===== src/rtl/uart_pkg.sv =====
// Shared definitions for the UART command feeder.
//   BYTE_W  : width of a command byte
//   state_t : feeder FSM states
//   max_int : helper used to size counters
package uart_pkg;

    localparam int BYTE_W = 8;

    typedef enum logic [2:0] {
        IDLE,
        POP,
        ISSUE,
        WAIT_START,
        WAIT_END,
        GAP
    } state_t;

    function automatic int max_int(input int a, input int b);
        return (a > b) ? a : b;
    endfunction

endpackage


===== src/rtl/sync_fifo_byte.sv =====
// Byte-wide synchronous FIFO with registered read data and a separate level counter.
// Ports:
//   clk, rst         : clock, synchronous active-high reset
//   push, wr_data    : write request and byte (ignored while full)
//   pop, rd_data     : read request (ignored while empty); rd_data is loaded on the
//                      clock edge that accepts the pop
//   full, empty      : derived from level
//   level            : occupancy, 0 .. 2**FIFO_AW
module sync_fifo_byte
    import uart_pkg::*;
#(
    parameter int FIFO_AW = 4
) (
    input  logic              clk,
    input  logic              rst,
    input  logic              push,
    input  logic [BYTE_W-1:0] wr_data,
    input  logic              pop,
    output logic [BYTE_W-1:0] rd_data,
    output logic              full,
    output logic              empty,
    output logic [FIFO_AW:0]  level
);

    localparam int DEPTH = 1 << FIFO_AW;
    localparam logic [FIFO_AW:0] DEPTH_L = {1'b1, {FIFO_AW{1'b0}}};

    logic [BYTE_W-1:0]  mem [DEPTH];
    logic [FIFO_AW-1:0] wr_ptr;
    logic [FIFO_AW-1:0] rd_ptr;
    logic               do_push;
    logic               do_pop;

    assign do_push = push && !full;
    assign do_pop  = pop && !empty;
    assign full    = (level == DEPTH_L);
    assign empty   = (level == '0);

    // Storage carries no reset; only pointers and level define validity.
    always_ff @(posedge clk) begin
        if (do_push) begin
            mem[wr_ptr] <= wr_data;
        end
    end

    always_ff @(posedge clk) begin
        if (rst) begin
            wr_ptr  <= '0;
            rd_ptr  <= '0;
            level   <= '0;
            rd_data <= '0;
        end else begin
            if (do_push) begin
                wr_ptr <= wr_ptr + 1'b1;
            end
            if (do_pop) begin
                rd_data <= mem[rd_ptr];
                rd_ptr  <= rd_ptr + 1'b1;
            end
            case ({do_push, do_pop})
                2'b10:   level <= level + (FIFO_AW+1)'(1);
                2'b01:   level <= level - (FIFO_AW+1)'(1);
                default: level <= level;
            endcase
        end
    end

endmodule


===== src/rtl/uart_tx_cmd_feeder.sv =====
// Feeds buffered command bytes into a single-byte UART transmitter interface.
// Each issued byte is tracked through the transmitter's bps_start envelope; a
// programmable idle gap follows every frame before the next issue.
// Ports:
//   clk, rst              : clock, synchronous active-high reset
//   wr_en, wr_data        : push a command byte into the FIFO
//   ovf_clr               : clear the sticky overflow flag (a same-cycle overflow wins)
//   tx_bps_start          : transmitter busy envelope
//   comnd_en, comnd_data  : one-cycle issue strobe and the byte (held until next issue)
//   send_en_valid         : registered "feeder has work" indication
//   fifo_full/empty/level : FIFO status
//   byte_done             : pulse when the envelope of an issued byte falls
//   timeout_err           : pulse when the envelope never rose after an issue
//   overflow              : sticky, a write was attempted while full
module uart_tx_cmd_feeder
    import uart_pkg::*;
#(
    parameter int FIFO_AW    = 4,
    parameter int GAP_CYCLES = 16,
    parameter int START_TO   = 255
) (
    input  logic              clk,
    input  logic              rst,
    input  logic              wr_en,
    input  logic [BYTE_W-1:0] wr_data,
    input  logic              ovf_clr,
    input  logic              tx_bps_start,
    output logic              comnd_en,
    output logic [BYTE_W-1:0] comnd_data,
    output logic              send_en_valid,
    output logic              fifo_full,
    output logic              fifo_empty,
    output logic [FIFO_AW:0]  fifo_level,
    output logic              byte_done,
    output logic              timeout_err,
    output logic              overflow
);

    localparam int CNT_MAX = max_int(max_int(START_TO, GAP_CYCLES), 1);
    localparam int CNT_W   = $clog2(CNT_MAX + 1);

    // Counter is cleared on entry, so the last waiting cycle sees value-1.
    localparam logic [CNT_W-1:0] START_LAST = CNT_W'(START_TO - 1);
    localparam logic [CNT_W-1:0] GAP_LAST   = CNT_W'((GAP_CYCLES > 0) ? GAP_CYCLES - 1 : 0);

    state_t            state;
    state_t            state_next;
    logic [CNT_W-1:0]  cnt;
    logic [CNT_W-1:0]  cnt_next;
    logic [CNT_W-1:0]  cnt_inc;
    logic              pop;
    logic              capture;
    logic [BYTE_W-1:0] fifo_rd_data;

    sync_fifo_byte #(
        .FIFO_AW (FIFO_AW)
    ) u_fifo (
        .clk     (clk),
        .rst     (rst),
        .push    (wr_en),
        .wr_data (wr_data),
        .pop     (pop),
        .rd_data (fifo_rd_data),
        .full    (fifo_full),
        .empty   (fifo_empty),
        .level   (fifo_level)
    );

    // Saturating increment: holds at all-ones instead of wrapping.
    assign cnt_inc = (cnt == '1) ? cnt : cnt + CNT_W'(1);

    always_comb begin
        state_next  = state;
        cnt_next    = cnt;
        pop         = 1'b0;
        capture     = 1'b0;
        comnd_en    = 1'b0;
        byte_done   = 1'b0;
        timeout_err = 1'b0;
        case (state)
            IDLE: begin
                if (!fifo_empty) begin
                    pop        = 1'b1;
                    state_next = POP;
                end
            end
            POP: begin
                capture    = 1'b1;
                state_next = ISSUE;
            end
            ISSUE: begin
                comnd_en   = 1'b1;
                cnt_next   = '0;
                state_next = WAIT_START;
            end
            WAIT_START: begin
                // An envelope already high (foreign frame) is taken as our start.
                if (tx_bps_start) begin
                    state_next = WAIT_END;
                end else if (cnt == START_LAST) begin
                    timeout_err = 1'b1;
                    state_next  = IDLE;
                end else begin
                    cnt_next = cnt_inc;
                end
            end
            WAIT_END: begin
                if (!tx_bps_start) begin
                    byte_done  = 1'b1;
                    cnt_next   = '0;
                    state_next = (GAP_CYCLES == 0) ? IDLE : GAP;
                end
            end
            GAP: begin
                if (cnt == GAP_LAST) begin
                    state_next = IDLE;
                end else begin
                    cnt_next = cnt_inc;
                end
            end
            default: state_next = IDLE;
        endcase
    end

    always_ff @(posedge clk) begin
        if (rst) begin
            state         <= IDLE;
            cnt           <= '0;
            comnd_data    <= '0;
            send_en_valid <= 1'b0;
            overflow      <= 1'b0;
        end else begin
            state         <= state_next;
            cnt           <= cnt_next;
            send_en_valid <= !fifo_empty || (state != IDLE);
            if (capture) begin
                comnd_data <= fifo_rd_data;
            end
            if (wr_en && fifo_full) begin
                overflow <= 1'b1;
            end else if (ovf_clr) begin
                overflow <= 1'b0;
            end
        end
    end

endmodule


===== config.mk =====
export PLATFORM = sky130hd
export DESIGN_NAME = uart_tx_cmd_feeder
export DESIGN_NICKNAME = d
export VERILOG_FILES = /design/src/rtl/uart_pkg.sv /design/src/rtl/sync_fifo_byte.sv /design/src/rtl/uart_tx_cmd_feeder.sv
export SDC_FILE = /design/constraint.sdc
export NUM_CORES = 1
export LEC_CHECK = 0
export BUFFER_PORTS_ARGS = -buffer_cell sky130_fd_sc_hd__buf_2
export CAP_MARGIN = 20
export CORE_MARGIN = 2
export CORE_UTILIZATION = 30
export DETAILED_ROUTE_END_ITERATION = 6
export GPL_ROUTABILITY_DRIVEN = 0
export HOLD_SLACK_MARGIN = 0.12
export MAX_ROUTING_LAYER = met4
export SLEW_MARGIN = 10
export SYNTH_ARGS = -nofsm -noshare
export SYNTH_HDL_FRONTEND = slang
export SYNTH_HIERARCHICAL = 1
export SYNTH_SLANG_ARGS = --single-unit

===== constraint.sdc =====
create_clock -name clk -period 5.5 [get_ports clk]
set_input_delay 0.55 -clock clk [delete_from_list [all_inputs] [get_ports clk]]
set_output_delay 0.55 -clock clk [all_outputs]
set_load 0.005 [all_outputs]

==> out/results.tsv <==
metric	value	unit
outcome	finished clean	
worstHoldEndpoint	overflow	
rrSetupSlack	2.24	ns
final.setup_skew	0.0109	ns
port_buffers	32	
max-slew-margin-rel	36.6	%
postSynthCellCount	482	
worstSetupPathType	flop to flop	
chipWidth	158	µm
dp_slack	2.25	ns
crit_family	simple AND/OR/NAND/NOR gates	
die_height	158	µm
clock.fmax	307	MHz
power_switching	962	µW
post_cts_buffers	0	
vias	4024	
finalCritPeriodShare	59.3	%
finalSetupViolCount	0	
worstRegToRegCells	11	
timing.rr.end	u_fifo/level[4]	
ys_types	57	
hold_depth	3	
synth.area.top_cells	edfxtp_1 (54%), dfxtp_1 (12%), mux2i_1 (5.9%), mux4_2 (5.1%), nor2_1 (3.4%)	
r2r-start	u_fifo/level[0]	
post_drt_wl_per_cell	17.0	µm
dp.cells	813	
fin_cells	844	
yosysWarnings	6	
p_int	2.44	mW
n_antenna_cell	0	
drv_slew	0	
cpMostUsedCell	ha_1	
dieArea	0.0249	mm²
seqPwrFrac	45.0	%
drtAntennaViolNets	0	
seqCellArea	0.00469	mm²
syn-num-nets	507	
synth_top_area_share	54.1	%
fin_ws	2.24	ns
synthMostInstantiatedCell	edfxtp_1	
std_cell_rows	56	
grt.overflow.total	0	
wl	14400	µm
numCtsBuffers	17	
synth.ff_latch_count	170	
antenna_found_initial	0	
crit_chain	or4_4 -> nor2_1 -> nor4_1 -> o21a_4 -> ha_1 -> ha_1 -> nor2b_1 -> o21ai_0 -> a21oi_1 -> or3b_1 -> mux2_2	
area_growth	14.4	%
ys.flop_type	edfxtp_1	
async_flop_share	0	%
ys_top_cells_by_count	edfxtp_1 (128), nor2_1 (64), dfxtp_1 (42), mux2i_1 (42)	
leakage	2.62	nW
nets	538	
root_buffer	clkbuf_16	
dp_hpwl	9550	µm
cp_data_required_time	5.81	ns
multiInputGateArea	0.00222	mm²
fin_crit	3.26	ns
endpoint_kind	flop	
hold_path.class	primary input to flop	
drt_iter0_drc	378	
powerDensity	418	mW/mm²
hold_buffers	0	
setup_tns	0	ns
core_area	0.0233	mm²
drtPass1Iterations	4	
cts_max_level	4	
synth_seq_area_share	65.9	%
grt_usage	12.3	%
start_kind	flop	
tightest_slew	0.951	ns
grt_pass1_vias	3927	
via_per_inst	4.77	
synth_edf_count	128	
cts.sinks	170	
synth_largest_area_cell	edfxtp_1	
drcViolationCount	0	
grt_max_degree	45	
initial_core_util	30.5	%
synth_area_per_cell	14.7	µm²
cts_buffer_depth	2	
slowest_stage	or4_4	
grt_pass1_wl	21800	µm
pwr-share-clk	34.2	%
switching_share	28.3	%
hold_viol_final	0	
clk_latency	0.43	ns
clkTransAtPathRegs	0.06	ns
min-delay-start	wr_en	
pin_count	33	
drv_cap	0	
critPathBufInv	0	
cts_resized	0	
vdd_ir_drop_max	0.221	mV
critPathMaxStageDelay	0.56	ns
final_layout_size_suffix_gt1_share	20.4	%
fill_cells	2207	
rsz0062_at_grt	false	
arrival	3.57	ns
cts_tree	done	
syn_area	0.00711	mm²
combPwrFrac	20.8	%
critical_path.max_fanout	21	
-- tightest hold or removal path: cells and delay by family --
family	cells	cell delay (ns)
simple gates	1	0.05
compound gates	1	0.05
buf+inv	1	0.11
-- cell families (layout without fill, tap and decap cells) --
family | after synthesis | in the layout | share of synthesized area, %
mux | 59 | 59 | 11.1
xor+xnor | 8 | 8 | 1.09
compound gates | 69 | 69 | 8.20
flops | 170 | 170 | 65.9
buf+inv | 39 | 82 | 2.87
simple gates | 125 | 125 | 8.56
fa+ha+maj | 12 | 12 | 2.22
-- worst max path at each step --
stage,from,cells past startpoint,endpoint,slack [ns]
2_1_floorplan,u_fifo/level[0],12,u_fifo/level[4],2.38
4_1_cts,u_fifo/level[0],11,u_fifo/level[4],2.23
6_report,u_fifo/level[0],11,u_fifo/level[4],2.24
3_5_place_dp,u_fifo/level[0],11,u_fifo/level[4],2.25
3_3_place_gp,u_fifo/level[0],11,u_fifo/level[4],2.30
5_1_grt,u_fifo/level[0],11,u_fifo/level[4],2.08
-- state kept, by name (all words and copies together) (netlist names) --
| signal | cells |
|---|---|
| u_fifo/mem | 128 |
| cnt | 8 |
| comnd_data | 8 |
| u_fifo/rd_data | 8 |
| u_fifo/level | 5 |
| u_fifo/rd_ptr | 4 |
| u_fifo/wr_ptr | 4 |
| state | 3 |
| overflow | 1 |
| send_en_valid | 1 |
-- per-layer routing --
layer	track usage [%]	part of all wire (%)	vias up
li1	-	-	1900
met1	15.8	48	2033
met2	18.9	47	79
met3	2.93	3.9	12
met4	4.50	1.4	0
met5	-	0	-
-- through the flow --
step	util (%)	instance area (µm²)	power [mW]	hold WS, ns
3_5_place_dp	32.4	7560	2.27	0.462
6_report	34.9	8130	3.40	0.385
4_1_cts	34.9	8130	3.43	0.367
2_1_floorplan	-	7110	2.10	0.461
5_1_grt	34.9	8130	3.56	0.380
3_3_place_gp	32.4	7550	2.24	0.451
-- layout by cell type, fill, tap and decap left out, drive strengths merged, types with 2 or more instances in the layout --
cell type  netlist  layout
or4              2       2
nand2           14      14
a311oi           8       8
o311ai           6       6
inv             12      17
clkinvlp         0       3
or3              2       2
edfxtp         128     128
o31ai            2       2
dfxtp           42      42
nand3            7       7
nor3             7       7
ha              11      11
xnor2            3       3
nand4            3       3
nor2b            8       8
buf             18      39
o41ai            4       4
a21oi           10      10
o22ai           16      16
mux2i           42      42
o21ai            5       5
xor2             5       5
a22oi            8       8
mux4            16      16
clkbuf           9      19
and2             2       2
nor4             3       3
and3             2       2
a211oi           2       2
clkinv           0       2
bufinv           0       2
nand2b           4       4
nor2            65      65
-- layout make-up --
cell class / count / area share (%)
Timing Repair Buffer: 39 / 2.62
Sequential cell: 170 / 57.6
Inverter: 12 / 0.554
Tap cell: 319 / 4.91
Multi-Input combinational cell: 273 / 27.3
Clock inverter: 12 / 1.71
Clock buffer: 19 / 5.32
-- power groups by stage --
stage                     Combinational [mW]  Sequential, mW  Clock [mW]
after floorplan                        0.560            1.54           0
final                                  0.706            1.53        1.16
after global routing                   0.778            1.54        1.24
after CTS                              0.710            1.53        1.19
after detailed placement               0.709            1.56           0
after global placement                 0.686            1.55           0
Power figures use the tool's default switching activity.
